File: src/rtl/rps_env_pkg.sv
// ============================================================================
//  Module      : rps_env_pkg
//  Description : Shared types for the rock-paper-scissors match controller:
//                match FSM states, match winner codes and round results.
//  Revision    : 1.0 - initial release
// ============================================================================
`default_nettype none

package rps_env_pkg;

    // Match controller states
    typedef enum logic [2:0] {
        IDLE  = 3'd0,
        READY = 3'd1,
        BUSY  = 3'd2,
        EVAL  = 3'd3,
        DONE  = 3'd4,
        ERROR = 3'd5
    } rps_match_state_e;

    // Encoding of the winner output
    typedef enum logic [1:0] {
        WIN_NONE = 2'b00,
        WIN_P1   = 2'b01,
        WIN_P2   = 2'b10,
        WIN_DRAW = 2'b11
    } rps_winner_e;

    // Outcome of a single evaluated round
    typedef enum logic [1:0] {
        RES_P1  = 2'd0,
        RES_P2  = 2'd1,
        RES_TIE = 2'd2,
        RES_BAD = 2'd3
    } rps_result_e;

endpackage : rps_env_pkg

`default_nettype wire

File: src/rtl/rps_round_classify.sv
// ============================================================================
//  Module      : rps_round_classify
//  Description : Combinational round classifier. Compares the running scores
//                against the baseline taken after the previous round; exactly
//                one point to one player (or no points at all) is legal.
//  Revision    : 1.0 - initial release
// ============================================================================
`default_nettype none

module rps_round_classify
    import rps_env_pkg::*;
#(
    parameter int SCORE_W = 32
) (
    input  logic [SCORE_W-1:0] score1_i,
    input  logic [SCORE_W-1:0] score2_i,
    input  logic [SCORE_W-1:0] prev1_i,
    input  logic [SCORE_W-1:0] prev2_i,
    output rps_result_e        result_o
);

    localparam logic [SCORE_W-1:0] D_ZERO = '0;
    localparam logic [SCORE_W-1:0] D_ONE  = SCORE_W'(1);

    // Deltas wrap at SCORE_W so a score rolling over still reads as +1
    logic [SCORE_W-1:0] w_d1;
    logic [SCORE_W-1:0] w_d2;

    assign w_d1 = score1_i - prev1_i;
    assign w_d2 = score2_i - prev2_i;

    // Map the delta pair onto a round result; anything else is illegal
    always_comb begin
        result_o = RES_BAD;
        if (w_d1 == D_ONE && w_d2 == D_ZERO) begin
            result_o = RES_P1;
        end else if (w_d1 == D_ZERO && w_d2 == D_ONE) begin
            result_o = RES_P2;
        end else if (w_d1 == D_ZERO && w_d2 == D_ZERO) begin
            result_o = RES_TIE;
        end
    end

endmodule : rps_round_classify

`default_nettype wire

File: src/rtl/rps_match_ctrl.sv
// ============================================================================
//  Module      : rps_match_ctrl
//  Description : Best-of-N match controller. Sequences rounds of rps_dut,
//                counts wins/ties/streak, checks score updates for legality,
//                declares the match winner and gates new rounds.
//  Revision    : 1.0 - initial release
// ============================================================================
`default_nettype none

module rps_match_ctrl
    import rps_env_pkg::*;
#(
    parameter int WIN_TARGET = 3,
    parameter int MAX_ROUNDS = 15,
    parameter int SCORE_W    = 32,
    parameter int CNT_W      = 8
) (
    input  logic               clk,
    input  logic               rst,
    input  logic [SCORE_W-1:0] score1,
    input  logic [SCORE_W-1:0] score2,
    input  logic               dut_busy,
    input  logic               match_clr,
    output logic               go_enable,
    output logic [CNT_W-1:0]   round_cnt,
    output logic [CNT_W-1:0]   wins1,
    output logic [CNT_W-1:0]   wins2,
    output logic [CNT_W-1:0]   ties,
    output logic [CNT_W-1:0]   streak,
    output logic               match_done,
    output logic [1:0]         winner,
    output logic               err
);

    localparam logic [2:0] ST_IDLE  = IDLE;
    localparam logic [2:0] ST_READY = READY;
    localparam logic [2:0] ST_BUSY  = BUSY;
    localparam logic [2:0] ST_EVAL  = EVAL;
    localparam logic [2:0] ST_DONE  = DONE;
    localparam logic [2:0] ST_ERROR = ERROR;

    localparam logic [CNT_W-1:0] CNT_ONE   = CNT_W'(1);
    localparam logic [CNT_W-1:0] WIN_TGT_C = CNT_W'(WIN_TARGET);
    localparam logic [CNT_W-1:0] MAX_RND_C = CNT_W'(MAX_ROUNDS);

    logic [2:0]         state_q,  state_d;
    logic [SCORE_W-1:0] prev1_q,  prev1_d;
    logic [SCORE_W-1:0] prev2_q,  prev2_d;
    logic [CNT_W-1:0]   round_q,  round_d;
    logic [CNT_W-1:0]   wins1_q,  wins1_d;
    logic [CNT_W-1:0]   wins2_q,  wins2_d;
    logic [CNT_W-1:0]   ties_q,   ties_d;
    logic [CNT_W-1:0]   streak_q, streak_d;
    logic [1:0]         winner_q, winner_d;
    logic               err_q,    err_d;
    rps_result_e        last_q,   last_d;    // RES_TIE doubles as "no previous winner"
    rps_result_e        w_res;

    // Counters hold at all-ones instead of wrapping
    function automatic logic [CNT_W-1:0] sat_inc(input logic [CNT_W-1:0] v);
        return (v == '1) ? v : v + CNT_ONE;
    endfunction

    rps_round_classify #(
        .SCORE_W (SCORE_W)
    ) u_classify (
        .score1_i (score1),
        .score2_i (score2),
        .prev1_i  (prev1_q),
        .prev2_i  (prev2_q),
        .result_o (w_res)
    );

    // Next-state, counter and baseline update logic
    always_comb begin
        state_d  = state_q;
        prev1_d  = prev1_q;
        prev2_d  = prev2_q;
        round_d  = round_q;
        wins1_d  = wins1_q;
        wins2_d  = wins2_q;
        ties_d   = ties_q;
        streak_d = streak_q;
        winner_d = winner_q;
        err_d    = err_q;
        last_d   = last_q;

        case (state_q)
            ST_IDLE:  state_d = ST_READY;
            ST_READY: if (dut_busy) state_d = ST_BUSY;
            ST_BUSY:  if (!dut_busy) state_d = ST_EVAL;
            ST_EVAL: begin
                if (w_res == RES_BAD) begin
                    err_d   = 1'b1;
                    state_d = ST_ERROR;
                end else begin
                    case (w_res)
                        RES_P1: begin
                            wins1_d  = sat_inc(wins1_q);
                            streak_d = (last_q == RES_P1) ? sat_inc(streak_q) : CNT_ONE;
                            last_d   = RES_P1;
                        end
                        RES_P2: begin
                            wins2_d  = sat_inc(wins2_q);
                            streak_d = (last_q == RES_P2) ? sat_inc(streak_q) : CNT_ONE;
                            last_d   = RES_P2;
                        end
                        default: begin
                            ties_d   = sat_inc(ties_q);
                            streak_d = '0;
                            last_d   = RES_TIE;
                        end
                    endcase
                    round_d = sat_inc(round_q);
                    prev1_d = score1;
                    prev2_d = score2;

                    // Termination is judged on the counts including this round
                    if (wins1_d == WIN_TGT_C) begin
                        winner_d = WIN_P1;
                        state_d  = ST_DONE;
                    end else if (wins2_d == WIN_TGT_C) begin
                        winner_d = WIN_P2;
                        state_d  = ST_DONE;
                    end else if (round_d == MAX_RND_C) begin
                        if (wins1_d > wins2_d)      winner_d = WIN_P1;
                        else if (wins2_d > wins1_d) winner_d = WIN_P2;
                        else                        winner_d = WIN_DRAW;
                        state_d = ST_DONE;
                    end else begin
                        state_d = ST_READY;
                    end
                end
            end
            ST_DONE, ST_ERROR: begin
                // New match: clear the tallies, keep err sticky, re-baseline
                if (match_clr) begin
                    state_d  = ST_IDLE;
                    round_d  = '0;
                    wins1_d  = '0;
                    wins2_d  = '0;
                    ties_d   = '0;
                    streak_d = '0;
                    winner_d = WIN_NONE;
                    last_d   = RES_TIE;
                    prev1_d  = score1;
                    prev2_d  = score2;
                end
            end
            default: state_d = ST_IDLE;
        endcase
    end

    // State and counter registers; reset also captures the score baseline
    always_ff @(posedge clk) begin
        if (rst) begin
            state_q  <= ST_IDLE;
            prev1_q  <= score1;
            prev2_q  <= score2;
            round_q  <= '0;
            wins1_q  <= '0;
            wins2_q  <= '0;
            ties_q   <= '0;
            streak_q <= '0;
            winner_q <= WIN_NONE;
            err_q    <= 1'b0;
            last_q   <= RES_TIE;
        end else begin
            state_q  <= state_d;
            prev1_q  <= prev1_d;
            prev2_q  <= prev2_d;
            round_q  <= round_d;
            wins1_q  <= wins1_d;
            wins2_q  <= wins2_d;
            ties_q   <= ties_d;
            streak_q <= streak_d;
            winner_q <= winner_d;
            err_q    <= err_d;
            last_q   <= last_d;
        end
    end

    // go_enable drops as soon as the round starts, before BUSY is registered
    assign go_enable  = (state_q == ST_READY) && !dut_busy;
    assign match_done = (state_q == ST_DONE);
    assign round_cnt  = round_q;
    assign wins1      = wins1_q;
    assign wins2      = wins2_q;
    assign ties       = ties_q;
    assign streak     = streak_q;
    assign winner     = winner_q;
    assign err        = err_q;

endmodule : rps_match_ctrl

`default_nettype wire

File: config.mk
export PLATFORM = sky130hd
export DESIGN_NAME = rps_match_ctrl
export DESIGN_NICKNAME = d
export VERILOG_FILES = /design/src/rtl/rps_env_pkg.sv /design/src/rtl/rps_round_classify.sv /design/src/rtl/rps_match_ctrl.sv
export SDC_FILE = /design/constraint.sdc
export NUM_CORES = 1
export LEC_CHECK = 0
export ABC_CLOCK_PERIOD_IN_PS = 9400
export BUFFER_PORTS_ARGS = -buffer_cell sky130_fd_sc_hd__buf_2
export CAP_MARGIN = 10
export CORE_ASPECT_RATIO = 0.8
export CORE_UTILIZATION = 65
export CTS_CLUSTER_SIZE = 25
export DETAILED_ROUTE_END_ITERATION = 6
export MAX_ROUTING_LAYER = met4
export PLACE_DENSITY = 0.86
export RECOVER_POWER = 100
export REMOVE_ABC_BUFFERS = 1
export SLEW_MARGIN = 25
export SYNTH_ARGS = -nofsm -noshare
export SYNTH_HDL_FRONTEND = slang
export SYNTH_SLANG_ARGS = --single-unit
export TNS_END_PERCENT = 30
File: constraint.sdc
create_clock -name clk -period 9.4 [get_ports clk]
set_input_delay 1.41 -clock clk [delete_from_list [all_inputs] [get_ports clk]]
set_output_delay 1.41 -clock clk [all_outputs]
set_load 0.01 [all_outputs]
Word-level counts from Yosys, hierarchy flattened
Index checks and enable logic that the tools add are counted.

cells by class
  reduce and logical (&&, ||, !) cells = 20
  divide/modulo/power cells = 0
  multiply operators = 0
  equality and inequality tests = 27
  mux-type cells = 57
  $lt $le $gt $ge = 2
  bitwise operators = 0
  add/subtract/negate cells = 7
  shift operators = 0

operators with widths
  operator                                                          number
  32-bit two-way mux                                                6
  8-bit two-way mux                                                 20
  32-bit one-hot mux with 2 select lines                            2
  8-bit one-hot mux with 2 select lines                             6
  32-bit by 1-bit == test with 1-bit output, second input constant  2
  32-bit logical NOT                                                2
  32-bit subtractor                                                 2
  8-bit by 1-bit adder with 8-bit output, second input constant     5
  8-bit == test, second input constant                              5
  3-bit two-way mux                                                 7
  2-bit two-way mux                                                 10
  8-bit by 2-bit == test with 1-bit output, second input constant   2
  8-bit > comparator                                                2
  3-bit one-hot mux with 5 select lines                             1
  2-bit != test, second input constant                              6
  2-bit one-hot mux with 2 select lines                             3
  3-bit AND reduction                                               3
  8-bit by 4-bit == test with 1-bit output, second input constant   1
  3-bit by 2-bit == test with 1-bit output, second input constant   2
  3-bit == test, second input constant                              2
  3-bit != test, second input constant                              2
  5-bit AND reduction                                               1
  2-bit by 1-bit == test with 1-bit output, second input constant   2
  1-bit logical AND                                                 4
  other kinds (12)                                                  15

storage, ports and cells
  bits of input ports = 68
  memory bits (writable) = 0
  memories kept = 0
  bits in latches = 0
  flip-flop bits (word level) = 112
  bits in read-only memories = 0
  word-level logic and storage cells = 124

Depth between registers and ports, before layout
Gate-level depths: netlist of run 1.

  depth after elaboration = 18
  gate-level depth with buffers = 26

Modules after synthesis
Synthesis of run 1 repeated with hierarchy kept, for this count alone.

unflattened totals
  cells, all modules = 1,122
  area, all modules = 9,395.3 µm²

by module, submodules not included
  module              area an instance (µm²)  times used  cells each
  rps_match_ctrl      4,934.7                 1           443
  rps_round_classify  4,460.5                 1           679

Least setup slack after synthesis of run 1
OpenSTA, ideal clock, no wires.

  kind = in2reg
  start point = input score2[0]
  end point = register winner_q[0] (netlist: winner[0])
  path buffers = 1
  required time = 9.283 ns
  stages = 25
  library setup time = 0.117 ns
  data arrival time = 6.137 ns
  slack = 3.145 ns
  path through = inv_1 > ha_1 > fa_1 > and2b_1 > o2111ai_1 > a21oi_2 > o211ai_2 > a21o_1 > a2111o_1 > and3_1 > nor4_2 > nand4_1 > or2_1 > buf_2 > nor2_4 > mux2_2 > ha_1 > nor2b_1 > o21ai_0 > nand2b_1 > a21oi_1 > o21ai_0 > o21a_1 > o21ai_0 > a32o_1

between the ends
  word-level cells in the longest chain between the ends = 18
  elaborated cells between the ends (all ways) = 32
  those cells by class = add/sub (1); order compare (2); eq/ne (7); mux (16); reduce/logical (6)

ends and longest elaborated chain
  element                                                                        line                                                source
  start, declared                                                                rps_match_ctrl.sv:21                                input logic [SCORE_W-1:0] score2,
  32-bit subtractor *                                                            rps_round_classify.sv:30                            assign w_d2 = score2_i - prev2_i;
  32-bit logical NOT                                                             rps_round_classify.sv:35, rps_round_classify.sv:39
  1-bit logical AND                                                              rps_round_classify.sv:39                            end else if (w_d1 == D_ZERO && w_d2 == D_ZERO) begin
  1-bit two-way mux                                                              rps_round_classify.sv:39
  2-bit two-way mux                                                              rps_round_classify.sv:37                            end else if (w_d1 == D_ZERO && w_d2 == D_ONE) begin
  2-bit two-way mux *                                                            rps_round_classify.sv:35                            if (w_d1 == D_ONE && w_d2 == D_ZERO) begin
  2-bit by 1-bit == test with 1-bit output or 2-bit logical NOT (tied branches)  rps_match_ctrl.sv:97                                case (w_res)
  8-bit two-way mux                                                              rps_match_ctrl.sv:97
  [... 2 more ...]                                                               n/a
  8-bit > comparator                                                             rps_match_ctrl.sv:127                               else if (wins2_d > wins1_d) winner_d = WIN_P2;
  1-bit two-way mux                                                              rps_match_ctrl.sv:127
  2-bit two-way mux                                                              rps_match_ctrl.sv:126                               if (wins1_d > wins2_d) winner_d = WIN_P1;
  2-bit two-way mux                                                              rps_match_ctrl.sv:125                               end else if (round_d == MAX_RND_C) begin
  2-bit two-way mux                                                              rps_match_ctrl.sv:122                               end else if (wins2_d == WIN_TGT_C) begin
  2-bit two-way mux                                                              rps_match_ctrl.sv:119                               if (wins1_d == WIN_TGT_C) begin
  2-bit two-way mux                                                              rps_match_ctrl.sv:93                                if (w_res == RES_BAD) begin
  2-bit one-hot mux with 2 select lines                                          rps_match_ctrl.sv:88                                case (state_q)
  end signal, assigned                                                           rps_match_ctrl.sv:177                               winner_q <= winner_d;
  end, declared                                                                  rps_match_ctrl.sv:54                                logic [1:0] winner_q, winner_d;

Every way passes the cells marked *; elsewhere a longest branch is shown, timed or not. The select of a mux whose other input is x is not followed.
A chain may end at the register's enable or synchronous reset.

Worst setup path in the final report of run 1
  start point = input score1[0]
  end point = register prev2_q[29], enable pin

between the ends
  word-level cells in the longest chain between the ends = 9
  elaborated cells between the ends (all ways) = 12
  those cells by class = add/sub (1); eq/ne (3); mux (3); reduce/logical (5)

ends and longest elaborated chain
  element                                 line                                                source
  start, declared                         rps_match_ctrl.sv:20                                input logic [SCORE_W-1:0] score1,
  32-bit subtractor *                     rps_round_classify.sv:29                            assign w_d1 = score1_i - prev1_i;
  32-bit logical NOT                      rps_round_classify.sv:37, rps_round_classify.sv:39
  1-bit logical AND                       rps_round_classify.sv:39
  1-bit two-way mux                       rps_round_classify.sv:39
  2-bit two-way mux                       rps_round_classify.sv:37
  2-bit two-way mux *                     rps_round_classify.sv:35
  2-bit == test *                         rps_match_ctrl.sv:93
  3-bit != test (no source line) *        n/a
  3-bit AND reduction (no source line) *  n/a
  end signal, assigned                    rps_match_ctrl.sv:159                               prev2_q <= score2;
  end signal, assigned                    rps_match_ctrl.sv:171                               prev2_q <= prev2_d;
  end, declared                           rps_match_ctrl.sv:48                                logic [SCORE_W-1:0] prev2_q, prev2_d;

Every way passes the cells marked *; elsewhere a longest branch is shown, timed or not.

==> metrics, run 1 <==
status=complete, no violations; Post-Syn Area per Cell=just over 8 sq um; Seq pwr share=slightly below 40%; mux share of post-synthesis cell area=under 10%; top-count cell post-synth=nand2_1; via/cell ratio=about 6.7; diodes inserted=0; Layout area overhead=6.878%; total wire length=29860 um; multi-input combinational cell area=between 6000 and 7000 sq um; Fmax=~130 MHz; Final setup viols=0; FF+latch count, synth=approximately 110; Final Hold Viols=0; initial core utilization=between 60% and 70%; Post-Route Setup TNS=0 ps; Synth Area in Compound Gates=~26%; hold crit path type=register to register; WL met2=approximately 12000 um; Max FO, Critical Path=35; Crit Path Class=primary input to register; post-route total power=~0.0014 W; Metal-1 WL=13870 um; Port-buffer cells=112; startpoint types=primary input; Seq. cell area=between 2000 and 3000 sq um; Sw Ratio=around 36%; CORE AREA=15110 sq um; xor and xnor area share after synthesis=under 10%; Synth area leader=edfxtp_1; Adder-Cell Fraction of Synth Area=roughly a tenth; CTS clock-pin slew for the worst setup and hold paths=about 80 ps; Hold EP=winner[1]; R2R cell count=16; r2r startpoint=prev1_q[0]; Root Driver=clkbuf_16; global route overflow=0; Ports=113; top-area cell type share of the netlist area=between 10% and 20%; Worst Tran Pin Value=between 1000 and 1500 ps; Filler cells=about 1300; total CTS buffers=9; num rows=40; CTS Hold Bufs=0; 1st-iter DRT viols=around 1400; post-CTS sizing=0; Clock Power Share=between 20 and 30%; setup bufs post-CTS=0; Post-synth top cells=nand2_1, a21oi_1, nor2_1; placer congestion estimate=1.023; Wirelength per Cell=approximately 19 um; pwr dens=129.0 nW/um^2; DIE AREA=around 16000 sq um; RSZ-0062 raised after global routing=no; Die H=~110 um; data required time of the worst path=9410 ps; unique cell type count in the Yosys netlist=99; area of the mapped netlist=10110 sq um; Switch Pwr=about 0.00051 W; Period minus WS final=slightly below 8000 ps; Pleak=4.215 nW; combinational fraction of design power=32.9%; worst vdd ir=81.03 uV; Main synth FF type=edfxtp_1; Hold Crit Depth=2; R2R Path End=prev2_q[29]; post-synthesis sequential area ratio=between 20% and 30%; uppermost layer routed=met4; CTS tree=done; Clock Latency Late Sink=approximately 370 ps; HP Start=winner[1]; layout net count=between 1000 and 1500; TritonRoute pass-1 iters=6; die width=about 140 um; Tcrit/Tclk final=82.35%; Total GRT Usage=about two fifths; Routed Antenna Nets=0; TritonCTS Sinks=112; Worst Path Arrival=7750 ps; Post-synth EDFFs=64; first-pass GRT wire length=roughly 47000 um; drt drc=0; Max transition margin=between 1 and 1.5%; share of layout cells above drive strength 1=around 5.3%; vias in the first global route=about 9000; Async SR Flop Fraction=0%; Critical Path End Type=register; ranking of synthesized cells by area=edfxtp_1, dfxtp_1, ha_1; largest family of logic cells by synthesized area=compound AO/OA/AOI/OAI gates; DP Wirelength=between 20000 and 25000 um; r2r setup slk=2510 ps; H-tree levels=3; Max Slew Vio Count=0; Post-Syn Instances=around 1200; Setup Skew=~16 ps; maxcap violations=0; largest net degree at the start of global routing=36; internal power=about 0.0009 W; initial antenna violation count=0; clock buffer depth=2; Synth Area in Simple Gates=24.26%; Via Count=10264; YS warnings=0; met3 wire len=between 3000 and 4000 um
[cells by family after synthesis]
logic type / Yosys count
flops: 112
fa+ha+maj: 77
compound gates: 378
mux: 19
xor+xnor: 45
buf+inv: 142
simple gates: 475
[registers in the layout, indices dropped and copies added (netlist names)]
register and flops:
state_q 3, last_q 2, ties 8, prev1_q 32, err 1, round_cnt 8
wins2 8, streak 8, wins1 8, prev2_q 32, winner 2
[per-layer routing]
| layer | global-route usage [%] | vias up |
|---|---|---|
| li1 | - | 4824 |
| met5 | - | - |
| met1 | 55.52 | 4796 |
| met4 | 8.746 | 0 |
| met3 | 7.641 | 53 |
| met2 | 54.36 | 591 |
[power by group through the flow]
| stage | clock, W | combinational (W) | sequential [W] |
|---|---|---|---|
| 3_3_place_gp | 0 | 0.000438 | 0.000557 |
| 6_report | 0.000388 | 0.000459 | 0.000547 |
| 2_1_floorplan | 0 | 0.000317 | 0.000556 |
| 3_5_place_dp | 0 | 0.000443 | 0.000559 |
| 4_1_cts | 0.000388 | 0.000448 | 0.000547 |
| 5_1_grt | 0.000403 | 0.000496 | 0.000549 |
[area by class of cell]
class | count | share of cell area [%]
Multi-Input combinational cell | 994 | 61.05
Sequential cell | 112 | 26.67
Timing Repair Buffer | 116 | 4.271
Inverter | 84 | 2.917
Tap cell | 210 | 2.431
Clock buffer | 9 | 2.084
Clock inverter | 7 | 0.5788
[cell usage in the layout, fill, tap and decap left out, types with 9 or more instances in the layout]
master,Yosys,routed
a211oi_1,12,12
a21o_1,26,26
a21oi_1,100,102
a22o_1,9,9
a31oi_1,10,10
and3_1,22,22
buf_2,20,12
clkbuf_1,32,101
clkbuf_16,0,9
dfxtp_1,48,48
edfxtp_1,64,64
ha_1,75,75
inv_1,82,82
mux2i_1,11,11
nand2_1,123,124
nand2b_1,13,13
nand3_1,42,42
nand4_1,38,38
nor2_1,96,97
nor2b_1,13,13
nor3_1,34,34
nor4_1,20,21
o211ai_1,20,20
o21a_1,26,26
o21ai_0,52,60
o31ai_1,11,11
or3_1,9,9
xnor2_1,24,24
xor2_1,21,21
[per-stage QoR]
step	area [sq um]	std cells	hold WS [ps]	util [%]	worst slack, ps
after floorplan	9839	1190	463.5	-	3181
after global placement	10690	1516	431.0	70.75	2505
after detailed placement	10690	1516	473.8	70.75	2268
after CTS	10980	1532	491.5	72.65	2533
after global routing	10810	1532	510.6	71.51	1315
final	10810	1532	490.9	71.51	1659
[critical path, cell delays in order]
cell and delay [ps]:
clkbuf_1 110, inv_1 60, ha_1 210, fa_1 400, nand2b_1 210, a21o_1 220, a2111oi_0 830, nor3b_1 150
a2111oi_0 470, nand4b_1 150, nor4_1 500, nand2_1 200, or4_1 620, nand2_1 170, nor2_2 40, clkbuf_1 570
inv_2 810, buf_4 550
[worst max path at each step]
stage | startpoint | endpoint | slack [ps]
after floorplan | score2[0] | winner[0] | 3180
after global placement | score2[0] | winner[0] | 2510
after detailed placement | score2[0] | winner[0] | 2270
after CTS | score2[0] | winner[0] | 2530
after global routing | score1[0] | prev2_q[26] | 1320
final | score1[0] | prev2_q[29] | 1660
No activity file was read; power rests on OpenSTA's default activity.
==> inputs of run 2 (changes only) <==
ABC_CLOCK_PERIOD_IN_PS = 6600   (was 9400)
CORE_UTILIZATION = 55   (was 65)
PLACE_DENSITY = 0.78   (was 0.86)
clock period = 6.6 ns   (was 9.4 ns; I/O delays follow)
==> metrics, run 2 (synthesis gave the netlist of run 1 again) <==
Tcrit/Tclk final=95.80%; clock buffer depth=2; CORE AREA=17650 sq um; startpoint types=primary input; via/cell ratio=6.420; Critical Path End Type=register; Largest regs=prev1_q: 32 flops, prev2_q: 32 flops; CTS clock-pin slew for the worst setup and hold paths=~80 ps; total CTS buffers=9; Max FO, Critical Path=4; Clock Latency Late Sink=370 ps; Sw Ratio=a little over a third; Ports=113; CTS Hold Bufs=0; Port-buffer cells=between 100 and 150; Worst Tran Pin Value=1353 ps; Pleak=4.264 nW; Buffers & Inverters on Critical Path=2; H-tree levels=3; Root Driver=clkbuf_16; num rows=43; first-pass GRT wire length=between 40000 and 50000 um; total wire length=between 20000 and 30000 um; Period minus WS final=6323 ps; share of layout cells above drive strength 1=about 6.1%; Final Hold Viols=0; data required time of the worst path=a little under 7000 ps; Final setup viols=0; setup bufs post-CTS=0; 1st-iter DRT viols=between 900 and 1000; worst vdd ir=133.8 uV; placer congestion estimate=~1; initial antenna violation count=0; die width=around 150 um; Wirelength per Cell=around 19 um; Layout area overhead=7.992%; family with the most delay on the worst path=compound AO/OA/AOI/OAI gates; Setup Skew=roughly 13 ps; cell-by-cell trace of the critical path=buf_2 > inv_1 > ha_1 > fa_1 > and2b_1 > o2111a_1 > o211ai_1 > a211o_1 > and3_1 > a2111oi_0 > and4_1 > nand4b_1 > nor4_4 > nand4_1 > nor2_1 > xnor2_1 > ha_1 > a21o_1 > a21o_1 > a21oi_1 > o21ai_0 > o21a_1 > o21ai_0 > a32o_1; CP max-delay cell=a2111oi_0; Switch Pwr=approximately 0.00072 W; global route overflow=0; post-CTS sizing=0; Seq pwr share=between 30 and 40%; DP Cell Count=1543; WL met2=11950 um; Max transition margin=roughly a tenth; status=complete, no violations; Worst Path Arrival=6640 ps; TritonRoute pass-1 iters=5; RSZ-0062 raised after global routing=no; most common cell after layout, fill and taps aside=nand2_1; Final WS setup=~280 ps; TritonCTS Sinks=~110; combinational fraction of design power=between 30 and 40%; Die H=between 100 and 150 um; Filler cells=between 1500 and 2000; CTS tree=done; Total GRT Usage=31.54%; layout net count=1474; DP Wirelength=between 20000 and 25000 um; Post-Route Setup TNS=0 ps; slowest stage delay, CP=between 600 and 700 ps; Routed Antenna Nets=0; internal power=approximately 0.0013 W; Post-Layout Cell Count=1559; met3 wire len=about 2500 um; largest net degree at the start of global routing=67; vias in the first global route=between 8000 and 9000; maxcap violations=0; most frequent cells in the layout=nand2_1, clkbuf_1, a21oi_1; Crit Path Class=primary input to register; DIE AREA=approximately 19000 sq um; Fmax=roughly 160 MHz; pwr dens=about 180 nW/um^2; Metal-1 WL=14320 um; uppermost layer routed=met4; hold crit path type=register to register; Max Slew Vio Count=0; Clock Power Share=27.9%; Post-Place Setup Slack=between 50 and 60 ps; Via Count=roughly 10000; diodes inserted=0; initial core utilization=between 50 and 60%; drt drc=0
-- run 2: cell count changes in the layout (fill, tap and decap cells not counted), sizes merged --
cell	delta
clkinv	-1
clkbuf	+2
buf	+10
inv	+1
-- run 2: worst paths after layout --
check	start	to	slack [ps]	cells past startpoint
worst max-delay path	score2[0]	winner[0]	280	24
worst min-delay path	err	err	450	2
worst max register to register	prev2_q[0]	winner[0]	660	22
worst min register to register	err	err	450	2
-- run 2: final cells by class --
class	count	area (sq um)	area share, %
Clock buffer	9	225.2	2.062
Tap cell	225	281.5	2.578
Sequential cell	112	2883	26.39
Clock inverter	7	61.31	0.5613
Multi-Input combinational cell	994	6605	60.48
Timing Repair Buffer	128	550.5	5.041
Inverter	84	315.3	2.887
-- run 2: worst register-to-register path: cells and delay by family, from the launching register on --
family	cells	cell delay, ps
adder cells (fa/ha/maj)	3	890
XOR/XNOR	1	160
flip-flops	1	370
AO/OA/AOI/OAI	11	2400
AND/OR/NAND/NOR	7	2090
-- run 2: power by group through the flow --
stage	combinational (W)	clock [W]	sequential (W)
global route	0.000703	0.000584	0.000783
floorplan	0.000451	0	0.000793
detailed placement	0.000633	0	0.000795
finish	0.000649	0.000553	0.000780
global placement	0.000628	0	0.000793
CTS	0.000639	0.000561	0.000779
-- run 2: stage by stage --
step                      hold WS, ps  power, W  instance area [sq um]  util (%)
after floorplan                 463.5  0.001244                   9839         -
after detailed placement        434.5  0.001429                  10810     61.28
final                           454.8  0.001982                  10920     61.89
after global placement          432.2  0.001421                  10810     61.28
after global routing            521.6  0.002070                  10920     61.89
after CTS                       452.9  0.001980                  11100     62.90
-- run 2: metal layers --
layer	track usage (%)	vias to the layer above
met3	4.732	33
met1	47.10	4678
li1	-	4834
met4	6.688	0
met2	44.52	464
met5	-	-
